$ cat src/rtl/sipo_sched_pkg.sv
// Shared types and width helpers for the multi-requester SIPO packer.
// Module-parameter-dependent sizes are derived through these functions.
package sipo_sched_pkg;

    typedef enum logic [1:0] {
        ST_IDLE    = 2'd0,
        ST_COLLECT = 2'd1,
        ST_EMIT    = 2'd2
    } state_t;

    // Index width for n items; never narrower than one bit.
    function automatic int idx_width(input int n);
        return (n > 1) ? $clog2(n) : 1;
    endfunction

    function automatic int num_shifts(input int out_w, input int in_w);
        return out_w / in_w;
    endfunction

endpackage

$ cat src/rtl/sipo_sched_rr_arbiter.sv
// Round-robin selector: picks the lowest-index request at or after the
// pointer, wrapping around, and returns it both one-hot and as an index.
module rr_arbiter
    import sipo_sched_pkg::*;
#(
    parameter int N  = 4,
    parameter int IW = idx_width(N)
) (
    input  logic [N-1:0]  req_i,
    input  logic [IW-1:0] ptr_i,
    output logic [N-1:0]  gnt_o,
    output logic [IW-1:0] gnt_idx_o,
    output logic          gnt_vld_o
);

    always_comb begin
        int j;
        gnt_o     = '0;
        gnt_idx_o = '0;
        gnt_vld_o = 1'b0;
        j         = 0;
        for (int i = 0; i < N; i++) begin
            j = int'(ptr_i) + i;
            if (j >= N) begin
                j = j - N;
            end
            if (!gnt_vld_o && req_i[j]) begin
                gnt_vld_o = 1'b1;
                gnt_idx_o = IW'(j);
                gnt_o[j]  = 1'b1;
            end
        end
    end

endmodule

$ cat src/rtl/sipo_sched.sv
// Packs narrow beats from several requesters into wide words, one word per
// grant, with a per-requester auto-incrementing destination address.
module sipo_sched
    import sipo_sched_pkg::*;
#(
    parameter int NUM_REQ        = 4,
    parameter int DATA_IN_WIDTH  = 16,
    parameter int DATA_OUT_WIDTH = 64,
    parameter int ADDR_WIDTH     = 10
) (
    input  logic                               clk,
    input  logic                               rst,
    input  logic                               cfg_load,
    input  logic [NUM_REQ*ADDR_WIDTH-1:0]      cfg_base,
    input  logic [NUM_REQ-1:0]                 req_vld,
    input  logic [NUM_REQ*DATA_IN_WIDTH-1:0]   req_dat,
    input  logic [NUM_REQ-1:0]                 req_last,
    output logic [NUM_REQ-1:0]                 req_rdy,
    output logic                               wr_vld,
    input  logic                               wr_rdy,
    output logic [DATA_OUT_WIDTH-1:0]          wr_dat,
    output logic [ADDR_WIDTH-1:0]              wr_addr,
    output logic [idx_width(NUM_REQ)-1:0]      wr_id,
    output logic                               busy
);

    localparam int NS = num_shifts(DATA_OUT_WIDTH, DATA_IN_WIDTH);
    localparam int IW = idx_width(NUM_REQ);
    localparam int BW = idx_width(NS);
    localparam logic [ADDR_WIDTH-1:0] ADDR_ONE = 1;
    localparam logic [IW-1:0]         IDX_ONE  = 1;
    localparam logic [BW-1:0]         BEAT_ONE = 1;

    state_t                    state_q, state_d;
    logic [IW-1:0]             grant_q, grant_d;
    logic [IW-1:0]             ptr_q, ptr_d;
    logic [BW-1:0]             beat_cnt_q, beat_cnt_d;
    logic [DATA_IN_WIDTH-1:0]  lanes_q [NS];
    logic [DATA_IN_WIDTH-1:0]  lanes_d [NS];
    logic [ADDR_WIDTH-1:0]     addr_q [NUM_REQ];
    logic [ADDR_WIDTH-1:0]     addr_d [NUM_REQ];
    logic [ADDR_WIDTH-1:0]     wr_addr_q, wr_addr_d;

    logic [ADDR_WIDTH-1:0]     base_w [NUM_REQ];
    logic [DATA_IN_WIDTH-1:0]  dat_w [NUM_REQ];
    logic [NUM_REQ-1:0]        arb_gnt;
    logic [IW-1:0]             arb_idx;
    logic                      arb_vld;
    logic [ADDR_WIDTH-1:0]     addr_sel;
    logic                      accept;

    rr_arbiter #(.N(NUM_REQ), .IW(IW)) u_arb (
        .req_i     (req_vld),
        .ptr_i     (ptr_q),
        .gnt_o     (arb_gnt),
        .gnt_idx_o (arb_idx),
        .gnt_vld_o (arb_vld)
    );

    for (genvar gi = 0; gi < NUM_REQ; gi++) begin : g_req
        assign base_w[gi]  = cfg_base[gi*ADDR_WIDTH +: ADDR_WIDTH];
        assign dat_w[gi]   = req_dat[gi*DATA_IN_WIDTH +: DATA_IN_WIDTH];
        assign req_rdy[gi] = (state_q == ST_COLLECT) && (grant_q == IW'(gi));
    end

    for (genvar gi = 0; gi < NS; gi++) begin : g_lane
        assign wr_dat[gi*DATA_IN_WIDTH +: DATA_IN_WIDTH] = lanes_q[gi];
    end

    assign wr_vld  = (state_q == ST_EMIT);
    assign busy    = (state_q != ST_IDLE);
    assign wr_addr = wr_addr_q;
    assign wr_id   = grant_q;
    assign accept  = (state_q == ST_COLLECT) && req_vld[grant_q];

    // One-hot grant selects the winner's current address to latch for the word.
    always_comb begin
        addr_sel = '0;
        for (int k = 0; k < NUM_REQ; k++) begin
            if (arb_gnt[k]) begin
                addr_sel = addr_sel | addr_q[k];
            end
        end
    end

    always_comb begin
        state_d    = state_q;
        grant_d    = grant_q;
        ptr_d      = ptr_q;
        beat_cnt_d = beat_cnt_q;
        lanes_d    = lanes_q;
        addr_d     = addr_q;
        wr_addr_d  = wr_addr_q;
        case (state_q)
            ST_IDLE: begin
                if (arb_vld) begin
                    grant_d   = arb_idx;
                    wr_addr_d = addr_sel;
                    state_d   = ST_COLLECT;
                end
            end
            ST_COLLECT: begin
                if (accept) begin
                    lanes_d[beat_cnt_q] = dat_w[grant_q];
                    beat_cnt_d          = beat_cnt_q + BEAT_ONE;
                    if (beat_cnt_q == BW'(NS - 1) || req_last[grant_q]) begin
                        state_d = ST_EMIT;
                    end
                end
            end
            ST_EMIT: begin
                if (wr_rdy) begin
                    addr_d[grant_q] = addr_q[grant_q] + ADDR_ONE;
                    ptr_d      = (grant_q == IW'(NUM_REQ - 1)) ? '0 : grant_q + IDX_ONE;
                    beat_cnt_d = '0;
                    lanes_d    = '{default: '0};
                    state_d    = ST_IDLE;
                end
            end
            default: state_d = ST_IDLE;
        endcase
        // A reload overrides any increment; the latched word address is untouched.
        if (cfg_load) begin
            for (int k = 0; k < NUM_REQ; k++) begin
                addr_d[k] = base_w[k];
            end
        end
    end

    always_ff @(posedge clk) begin
        if (rst) begin
            state_q    <= ST_IDLE;
            grant_q    <= '0;
            ptr_q      <= '0;
            beat_cnt_q <= '0;
            lanes_q    <= '{default: '0};
            addr_q     <= '{default: '0};
            wr_addr_q  <= '0;
        end else begin
            state_q    <= state_d;
            grant_q    <= grant_d;
            ptr_q      <= ptr_d;
            beat_cnt_q <= beat_cnt_d;
            lanes_q    <= lanes_d;
            addr_q     <= addr_d;
            wr_addr_q  <= wr_addr_d;
        end
    end

endmodule
$ cat config.mk
export PLATFORM = sky130hd
export DESIGN_NAME = sipo_sched
export DESIGN_NICKNAME = d
export VERILOG_FILES = /design/src/rtl/sipo_sched_pkg.sv /design/src/rtl/sipo_sched_rr_arbiter.sv /design/src/rtl/sipo_sched.sv
export SDC_FILE = /design/constraint.sdc
export NUM_CORES = 1
export LEC_CHECK = 0
export ABC_CLOCK_PERIOD_IN_PS = 2500
export BUFFER_PORTS_ARGS = -buffer_cell sky130_fd_sc_hd__buf_2
export CAP_MARGIN = 25
export CELL_PAD_IN_SITES_DETAIL_PLACEMENT = 1
export CELL_PAD_IN_SITES_GLOBAL_PLACEMENT = 1
export CORE_UTILIZATION = 37
export CTS_BUF_LIST = sky130_fd_sc_hd__clkbuf_8
export CTS_CLUSTER_SIZE = 10
export DETAILED_ROUTE_END_ITERATION = 10
export PLACE_DENSITY_LB_ADDON = 0.1
export SLEW_MARGIN = 30
export SYNTH_ARGS = -nofsm -noshare
export SYNTH_HDL_FRONTEND = slang
export SYNTH_HIERARCHICAL = 1
export SYNTH_SLANG_ARGS = --single-unit
$ cat constraint.sdc
create_clock -name clk -period 2.5 [get_ports clk]
set_clock_uncertainty 0.05 [all_clocks]
set_input_delay 0.375 -clock clk [delete_from_list [all_inputs] [get_ports clk]]
set_output_delay 0.375 -clock clk [all_outputs]
set_load 0.05 [all_outputs]
==> results of run 1 <==
-- synth_stat cells, types with 2 or more instances --
cell      number  area share
a21o_1         4      0.0043
a21oi_1       16       0.011
a22oi_1       52       0.056
a311o_1        4      0.0057
a311oi_1      10       0.012
a31oi_1       68       0.061
and2_1         5      0.0045
and3_1         5      0.0045
and4_1        65       0.081
buf_1          4      0.0021
buf_2         12      0.0086
buf_6          7       0.011
clkbuf_1      55       0.029
dfxtp_1      122        0.35
ha_1          17       0.030
inv_1          8      0.0043
mux2_2         6      0.0096
mux2i_1        5      0.0071
mux4_1         3       0.011
mux4_2        29       0.093
nand2_1       33       0.018
nand2b_1       3      0.0027
nand3_1       18       0.013
nand3_2        2      0.0029
nand3b_1       9      0.0096
nand4b_1       8       0.010
nor2_1        91       0.049
nor2b_1       26       0.023
nor3_1         2      0.0014
nor4_1         2      0.0018
o21ai_0        5      0.0036
o221ai_1      16       0.020
o22ai_1        8      0.0071
o31ai_1        5      0.0054
or4_1         12       0.013
xor2_1         3      0.0037
-- cell type report --
type                       count  area [sq um]
fill                        2169          9360
multi-input combinational    546          4270
sequential                   122          2450
timing repair buffer         250          1460
tap                          229           287
clock buffer                  17           234
clock inverter                15           174
inverter                       8          32.5
antenna                        1          2.50
-- path summary, 6_finish.rpt --
check / to / cells past startpoint / startpoint
worst max-delay path: wr_addr[0] / 10 / ptr_q[1]
worst min-delay path: addr_q[1] / 3 / cfg_base[31]
worst max register to register: wr_addr[0] / 10 / ptr_q[1]
worst min register to register: wr_dat[32] / 2 / wr_dat[32]
-- kinds of logic after synthesis --
group / Yosys count / share of synthesized area
compound gates: 193 / 0.193
xor+xnor: 3 / 0.00375
fa+ha+maj: 17 / 0.0303
buf+inv: 86 / 0.0557
flops: 122 / 0.348
mux: 43 / 0.121
simple gates: 290 / 0.247
-- through the flow --
step,cell area (sq um),setup TNS (ns),cells,util,hold slack [ns]
after floorplan,7030,0,754,-,0.428
after global placement,8280,0,1142,0.453,0.427
after detailed placement,8280,-1.11,1142,0.453,0.426
after CTS,8770,0,1182,0.480,0.117
after global routing,8910,-0.951,1187,0.488,0.148
final,8910,0,1188,0.488,0.150
-- power breakdown --
| part | internal (uW) | leakage (uW) | switching (uW) | total (uW) |
|---|---|---|---|---|
| sequential | 2030 | 0.000998 | 89.2 | 2120 |
| clock | 986 | 0.000200 | 903 | 1890 |
| combinational | 427 | 0.00247 | 771 | 1200 |
-- layer usage --
| metal | global-route usage | share of wire | vias to the layer above |
|---|---|---|---|
| met5 | 0 | 0.00046 | - |
| met2 | 0.427 | 0.44 | 363 |
| li1 | - | - | 3324 |
| met3 | 0.0578 | 0.073 | 48 |
| met1 | 0.417 | 0.46 | 3668 |
| met4 | 0.0989 | 0.024 | 2 |
-- flip-flops by register name (all words and copies together) (netlist names) --
name / count
wr_addr: 10
wr_id: 2
wr_dat: 64
addr_q: 40
ptr_q: 2
state_q: 2
beat_cnt_q: 2
-- tightest hold or removal path: stages --
cell and delay [ns]:
buf_2 0.09, mux2i_1 0.06, nor2_1 0.08
-- what timing repair did --
item | 4_1_cts | 5_1_grt
endpoints found under the setup margin | 15 | 15
resized for setup | 21 | 34
buffers inserted | 4 | 5
pin swaps | 2 | 11
gates cloned | 4 | 0
hold endpoints to repair | 0 | 0
==> out/metrics.yaml, run 1 <==
drt_wl_total_mm: 28.3
worst_pin_slew_ns: 0.879
syn_area_per_cell_sq_um: 9.30
portBuffers: 197
synth_edf_count: 0
cp_num_buf_inv: 3
period_share: 0.995
period_minus_slack_ns: 2.49
end_kind: "flop"
hold_viol: 0
slew_viol_final: 0
clock_sinks: 122
htreeDepth: 4
first_pass_iters: 5
slew_headroom: 0.414
ir_worst_vdd_v: 0.000353
vias_per_cell: 6.23
maxCapViolCount: 0
worst-r2r-setup-slack_ns: 0.01
clk_path_buf_depth: 2
criticalPathCategory: "flop to flop"
placementRows: 49
layout_setup_ws_ns: 0.0123
crit_arrival_ns: 2.78
syn_nets: 887
grt_pass1_wl_mm: 43.4
ys_seq_area_frac: 0.348
syn_area_sq_um: 7010
clock.fmax_mhz: 402
clk_pin_slew_ns: 0.08
critPathRequiredTime_ns: 2.79
tritoncts: "done"
start_util: 0.384
final_cell_mix: "buf_2 (196), dfxtp_1 (118), nor2_1 (91)"
startpoint_type: "flop"
syn_to_final_growth_pct: 27.2
clk_latency_ns: 0.46
cts_hold_buffers: 0
cpMostUsedCell: "a22oi_1"
synthCells: 754
die_area_sq_um: 19500
grt_pass1_vias: 7328
route.detailed.drc: 0
crit_chain: "inv_4 -> ha_4 -> mux4_2 -> nor4b_4 -> buf_4 -> a22oi_1 -> o21ai_2 -> buf_6 -> a22oi_1 -> a311oi_1"
grt_util_all_layers: 0.289
pwr_density_cell_nw_per_um2: 584
yosysWarnings: 6
dp_slack_ns: -0.178
antenna_left: 0
die_y_um: 140
status: "finished, final reports clean"
fp.coreArea_sq_um: 18300
setup_violations: 0
io_pins: 198
rsz0062_at_grt: "true"
leakagePower_uw: 0.00367
first_iter_violations: 713
path_max_fanout: 5
ys_types: 50
drive_gt1_frac: 0.370
slowest_stage: "dfxtp_4"
hpwlAfterDp_mm: 20.0
layout_commonest_cell: "buf_2"
clockRootBuffer: "clkbuf_8"
numCtsBuffers: 17
synthArstFlopShare: 0
antenna_found_initial: 1
wire_per_inst_um: 23.9
vias: 7405
power.total_uw: 5210
nNetsFinal: 1078
grt_overflow: 0
ys.flop_type: "dfxtp_1"
critPathTopFamily: "compound AO/OA/AOI/OAI gates"
cp_slowest_stage_delay_ns: 0.38
gp_congestion: 0.887
synth.ff_latch_count: 122
die_w_um: 140
grt_max_degree: 78
hp-class: "primary input to flop"
Power figures use the tool's default switching activity.
==> run 2: changes to the inputs <==
--- a/config.mk
+++ b/config.mk
@@ -10,11 +10,13 @@
 export CAP_MARGIN = 25
 export CELL_PAD_IN_SITES_DETAIL_PLACEMENT = 1
 export CELL_PAD_IN_SITES_GLOBAL_PLACEMENT = 1
+export CORE_ASPECT_RATIO = 0.7
 export CORE_UTILIZATION = 37
 export CTS_BUF_LIST = sky130_fd_sc_hd__clkbuf_8
 export CTS_CLUSTER_SIZE = 10
 export DETAILED_ROUTE_END_ITERATION = 10
-export PLACE_DENSITY_LB_ADDON = 0.1
+export PLACE_DENSITY_LB_ADDON = 0.05
+export SKIP_LAST_GASP = 1
 export SLEW_MARGIN = 30
 export SYNTH_ARGS = -nofsm -noshare
 export SYNTH_HDL_FRONTEND = slang
==> run 2 against run 1 <==
Effect of this change: the flow now finishes with violations (design-rule violations, negative setup slack); clock-buffer cell count unchanged; design area grew 1.5%; worst setup slack lost 0.033 ns; hold slack worse by 0.042 ns; die area about the same; utilization is 0.75 points higher; sequential power is essentially flat; critical endpoint is now wr_addr[9]; highest routed layer unchanged.
==> out/metrics.yaml, run 2 (synthesis gave the netlist of run 1 again) <==
largest_reg_flops: 64  # unchanged
criticalPathCategory: "flop to flop"
crit_arrival_ns: 2.84  # +0.06 ns
period_minus_slack_ns: 2.52  # +0.0334 ns
grt_util_all_layers: 0.296  # +0.00638
first_pass_iters: 8  # +3
clock_sinks: 122  # unchanged
antenna_found_initial: 2  # +1
status: "finished with violations"
slew_viol_final: 0  # unchanged
ir_worst_vdd_v: 0.000325  # -8.0%
clock.fmax_mhz: 397  # -1.3%
crit_chain: "buf_8 -> mux4_2 -> nor4b_4 -> buf_4 -> a22oi_2 -> o21ai_2 -> buf_6 -> a22oi_1 -> a311oi_1"
pwr-share-seq: 0.406  # about the same
htreeDepth: 4  # unchanged
clock_power_share: 0.359  # -0.004
grt_pass1_vias: 7177  # -2.1%
start_util: 0.384  # about the same
leakagePower_uw: 0.00373  # +1.7%
tritoncts: "done"
slowest_stage: "mux4_2"
hpwlAfterDp_mm: 20.7  # +3.5%
layout_commonest_cell: "buf_2"
holdPathEnd: "addr_q[0]"
top_layer: "met5"
io_pins: 198  # unchanged
cp_slowest_stage_delay_ns: 0.58  # +0.20 ns
fill_cells: 2156  # -0.60%
hp-class: "primary input to flop"
grt_overflow: 0  # unchanged
first_iter_violations: 643  # -9.8%
clk_latency_ns: 0.47  # about the same
route.detailed.drc: 16  # +16
die_w_um: 167  # +19%
gp_congestion: 0.925  # +4.3%
rsz0062_at_grt: "true"
portBuffers: 197  # unchanged
grt_pass1_wl_mm: 43.2  # -0.44%
combPwrFrac: 0.235  # +0.005
clk_path_buf_depth: 2  # unchanged
vias: 7371  # -0.46%
period_share: 1.01  # +0.0134
power_switching_share: 0.356  # +0.0177
end_kind: "flop"
antenna_left: 0  # unchanged
maxCapViolCount: 0  # unchanged
syn_to_final_growth_pct: 29.1
fin_setup_tns_ns: -0.0336  # -0.0336 ns
path_max_fanout: 5  # unchanged
nNetsFinal: 1089  # +1.0%
r2r_cells: 9  # -1
violations: "design-rule violations, negative setup slack"
hold_viol: 0  # unchanged
p_sw_uw: 1860  # +5.7%
hold_depth: 3  # unchanged
placementRows: 41  # -16%
clockRootBuffer: "clkbuf_8"
dr_wl_met2_mm: 12.6  # +1.2%
grt_max_degree: 78  # unchanged
r2r_start: "ptr_q[0]"
die_area_sq_um: 19500  # about the same
worst_pin_slew_ns: 0.796  # -0.0825 ns
pwr_density_cell_nw_per_um2: 578  # -1.0%
timing.rr.end: "wr_addr[9]"
m1WireLength_mm: 14.4  # +9.4%
critPathRequiredTime_ns: 2.82  # +0.03 ns
startpoint_type: "flop"
clk_pin_slew_ns: 0.08  # about the same
die_y_um: 117  # -16%
drt_wl_total_mm: 29.6  # +4.4%
fp.coreArea_sq_um: 18300  # about the same
setup_violations: 5  # +5
drive_gt1_frac: 0.387  # +0.0175
numCtsBuffers: 17  # unchanged
worstHoldStart: "cfg_base[30]"
post-route-util: 0.495  # +0.00753
layout_setup_ws_ns: -0.0211  # -0.0334 ns
wl_met3_mm: 2.25  # +9.2%
worst-r2r-setup-slack_ns: -0.02  # -0.03 ns
p_int_uw: 3370  # -2.2%
vias_per_cell: 6.11  # -1.9%
slew_headroom: 0.469  # +0.0550
final_cell_mix: "buf_2 (196), dfxtp_1 (118), nor2_1 (91)"
wire_per_inst_um: 24.5  # +2.8%
[run 2: cell types whose count changed in the layout (fill, tap and decap cells not counted), sizes merged]
cell,previous run,this run
clkinvlp,4,3
bufinv,3,2
inv,12,14
buf,250,261
[run 2: critical path: cells and delay by family (launching register included)]
family / cells / cell delay [ns]
mux: 1 / 0.58
flops: 1 / 0.38
simple gates: 1 / 0.35
buf+inv: 3 / 0.50
compound gates: 4 / 0.56
[run 2: through the flow]
| stage | std cells | instance area, sq um | power (uW) | hold slack, ns | worst slack [ns] |
|---|---|---|---|---|---|
| 5_1_grt | 1205 | 9050 | 5410 | 0.111 | -0.120 |
| 3_5_place_dp | 1155 | 8330 | 3310 | 0.432 | -0.151 |
| 6_report | 1206 | 9050 | 5230 | 0.108 | -0.0211 |
| 3_3_place_gp | 1155 | 8330 | 3270 | 0.421 | 0.0567 |
| 2_1_floorplan | 754 | 7030 | 2890 | 0.428 | 0.00508 |
| 4_1_cts | 1196 | 8840 | 5190 | 0.105 | 0.0146 |
[run 2: area by class of cell]
class / count / area [sq um] / area share
Tap cell: 236 / 295 / 0.0326
Clock buffer: 17 / 234 / 0.0259
Multi-Input combinational cell: 546 / 4320 / 0.478
Sequential cell: 122 / 2450 / 0.271
Inverter: 8 / 32.5 / 0.00360
Antenna cell: 1 / 2.50 / 0.000277
Timing Repair Buffer: 261 / 1540 / 0.170
Clock inverter: 15 / 168 / 0.0185
[run 2: worst max path at each step]
stage	start	to	slack [ns]
3_3_place_gp	ptr_q[1]	wr_addr[1]	0.06
2_1_floorplan	ptr_q[0]	wr_addr[0]	0.005
5_1_grt	ptr_q[0]	wr_addr[6]	-0.12
3_5_place_dp	ptr_q[1]	wr_addr[6]	-0.15
4_1_cts	ptr_q[1]	wr_addr[0]	0.01
6_report	ptr_q[0]	wr_addr[9]	-0.02
[run 2: timing repair]
action / 4_1_cts / 5_1_grt
buffers inserted: 5 / 9
gates resized for setup: 27 / 37
endpoints found under the setup margin: 14 / 48
hold buffers: 0 / 0
pin swaps: 3 / 15
gates cloned: 4 / 0
[run 2: per-layer routing]
| layer | GRT usage | up-vias |
|---|---|---|
| met3 | 0.0720 | 34 |
| li1 | - | 3356 |
| met2 | 0.418 | 267 |
| met5 | 0 | - |
| met1 | 0.439 | 3712 |
| met4 | 0.0883 | 2 |
[run 2: power by group through the flow]
stage / Clock [uW] / Sequential, uW / Combinational [uW]
final: 1880 / 2120 / 1230
after global routing: 1980 / 2130 / 1300
after CTS: 1890 / 2120 / 1180
after detailed placement: 0 / 2160 / 1140
after global placement: 0 / 2160 / 1110
after floorplan: 0 / 2300 / 588
==> run 3: changes to the inputs <==
--- a/config.mk
+++ b/config.mk
@@ -15,7 +15,7 @@
 export CTS_BUF_LIST = sky130_fd_sc_hd__clkbuf_8
 export CTS_CLUSTER_SIZE = 10
 export DETAILED_ROUTE_END_ITERATION = 10
-export PLACE_DENSITY_LB_ADDON = 0.05
+export PLACE_DENSITY = 0.83
 export SKIP_LAST_GASP = 1
 export SLEW_MARGIN = 30
 export SYNTH_ARGS = -nofsm -noshare
==> run 3 against run 2 <==
Effect of this change: the flow finishes with violations (design-rule violations); worst setup slack better by 0.050 ns; highest routed layer is now met4; critical endpoint is now wr_addr[0]; routed wire length down 9.0%; cell count down 0.75%; non-clock buffer count down 9; sequential power about the same; global-route usage down 3.0 points; design area down 2.2%; hold slack better by 0.019 ns; via count up 0.56%; critical path type unchanged; clock power down 3%; fmax up 2.0%; utilization down 1.1 points.
==> out/metrics.yaml, run 3 (synthesis gave the netlist of run 1 again) <==
portBuffers: 197  # unchanged
first_pass_iters: 9  # +1
start_util: 0.384  # unchanged
htreeDepth: 4  # unchanged
timing.rr.end: "wr_addr[0]"
clockRootBuffer: "clkbuf_8"
path_depth: 9  # unchanged
vias_per_cell: 6.19  # +1.3%
rsz0062_at_grt: "true"
layout_commonest_cell: "buf_2"
grt_max_degree: 78  # unchanged
status: "finished with violations"
route.detailed.drc: 10  # -6
end_kind: "flop"
antenna_left: 0  # unchanged
layout_setup_ws_ns: 0.0293  # +0.0505 ns
die_w_um: 167  # unchanged
dp_slack_ns: -0.111  # +0.0397 ns
cp_slowest_stage_delay_ns: 0.57  # about the same
grt_pass1_vias: 6907  # -3.8%
drt_wl_total_mm: 26.9  # -9.0%
final_cell_mix: "buf_2 (198), dfxtp_1 (118), nor2_1 (91)"
cts_hold_buffers: 0  # unchanged
path_max_fanout: 10  # +5
placementRows: 41  # unchanged
antenna_found_initial: 4  # +2
worst-r2r-setup-slack_ns: 0.03  # +0.05 ns
hpwlAfterDp_mm: 19.5  # -6.2%
die_y_um: 117  # unchanged
holdWs_ns: 0.127  # +0.0191 ns
slew_viol_final: 0  # unchanged
hold_viol: 0  # unchanged
crit_arrival_ns: 2.78  # -0.06 ns
drive_gt1_frac: 0.365  # -0.0224
clk_latency_ns: 0.46  # about the same
crit_chain: "buf_6 -> mux4_2 -> nor4b_4 -> buf_4 -> a22oi_1 -> o21ai_0 -> buf_4 -> a22oi_1 -> a311oi_1"
wire_per_inst_um: 22.5  # -8.3%
clk_pin_slew_ns: 0.08  # about the same
period_minus_slack_ns: 2.47  # -0.0505 ns
critPathTopFamily: "multiplexers"
die_area_sq_um: 19500  # unchanged
crit_path_start: "ptr_q[0]"
criticalPathCategory: "flop to flop"
first_iter_violations: 643  # unchanged
grt_pass1_wl_mm: 39.5  # -8.7%
io_pins: 198  # unchanged
worst_pin_slew_ns: 0.738  # -0.0583 ns
numCtsBuffers: 17  # unchanged
slew_headroom: 0.508  # +0.0389
grt_util_all_layers: 0.266  # -0.0298
ir_worst_vdd_v: 0.000381  # +17%
setup_violations: 0  # -5
grt_overflow: 0  # unchanged
syn_to_final_growth_pct: 26.2
nNetsFinal: 1080  # -0.83%
r2r_start: "ptr_q[0]"
hp-class: "primary input to flop"
tritoncts: "done"
clk_path_buf_depth: 2  # unchanged
gp_congestion: 0.934  # +0.96%
crit_path_end: "wr_addr[0]"
period_share: 0.988  # -0.0202
vias: 7412  # +0.56%
leakagePower_uw: 0.00365  # -2.0%
clock.fmax_mhz: 405  # +2.0%
cp_num_buf_inv: 3  # unchanged
fp.coreArea_sq_um: 18300  # unchanged
slowest_stage: "mux4_2"
largest_reg_flops: 64  # unchanged
clock_sinks: 122  # unchanged
r2r_cells: 9  # unchanged
critPathRequiredTime_ns: 2.81  # about the same
violations: "design-rule violations"
startpoint_type: "flop"
pwr_density_cell_nw_per_um2: 580  # +0.36%
maxCapViolCount: 0  # unchanged
-- run 3: cell types whose count changed in the layout (fill, tap and decap cells not counted), sizes merged --
cell      change
clkinvlp      +1
buf           -9
inv           -1
-- run 3: worst min path at each step --
stage | cells after the start | startpoint | end
2_1_floorplan | 2 | beat_cnt_q[0] | beat_cnt_q[0]
3_3_place_gp | 2 | wr_dat[38] | wr_dat[38]
3_5_place_dp | 2 | wr_dat[18] | wr_dat[18]
4_1_cts | 3 | cfg_base[10] | addr_q[20]
5_1_grt | 3 | cfg_base[10] | addr_q[20]
6_report | 3 | cfg_base[10] | addr_q[20]
-- run 3: power breakdown --
part	switching, uW	internal [uW]	total [uW]	leakage [uW]
clock network	929	905	1830	0.000192
logic	765	414	1180	0.00247
registers	87.5	2030	2120	0.000997
total	1780	3350	5130	0.00365
-- run 3: worst reg2reg max path, stage by stage (launching register included) --
cell,delay [ns]
dfxtp_2,0.35
buf_6,0.13
mux4_2,0.57
nor4b_4,0.32
buf_4,0.18
a22oi_1,0.06
o21ai_0,0.09
buf_4,0.24
a22oi_1,0.11
a311oi_1,0.28
-- run 3: timing repair --
item                                    in CTS  in global routing
pin swaps                                    1                  2
gates cloned                                 0                  3
gates resized for setup                      1                 28
buffers inserted                             1                  8
endpoints found under the hold margin        0                  0
endpoints found under the setup margin      10                 13
-- run 3: layout make-up --
type                       count  area [sq um]
fill                        2206          9420
multi-input combinational    546          4230
sequential                   122          2450
timing repair buffer         252          1430
tap                          236           295
clock buffer                  17           234
clock inverter                15           168
inverter                       8          30.0
antenna                        1          2.50
-- run 3: through the flow --
| stage | std cells | area, sq um | utilization | total power, uW | setup TNS (ns) |
|---|---|---|---|---|---|
| 2_1_floorplan | 754 | 7030 | - | 2890 | 0 |
| 3_3_place_gp | 1152 | 8300 | 0.454 | 3270 | 0 |
| 3_5_place_dp | 1152 | 8300 | 0.454 | 3290 | -0.222 |
| 4_1_cts | 1185 | 8700 | 0.477 | 5110 | -0.0166 |
| 5_1_grt | 1196 | 8840 | 0.484 | 5320 | -0.401 |
| 6_report | 1197 | 8850 | 0.484 | 5130 | 0 |
-- run 3: per-layer routing --
| layer | global-route usage | part of all wire |
|---|---|---|
| met5 | 0 | 0 |
| met3 | 0.0619 | 0.084 |
| met2 | 0.381 | 0.43 |
| met4 | 0.0975 | 0.019 |
| met1 | 0.387 | 0.46 |
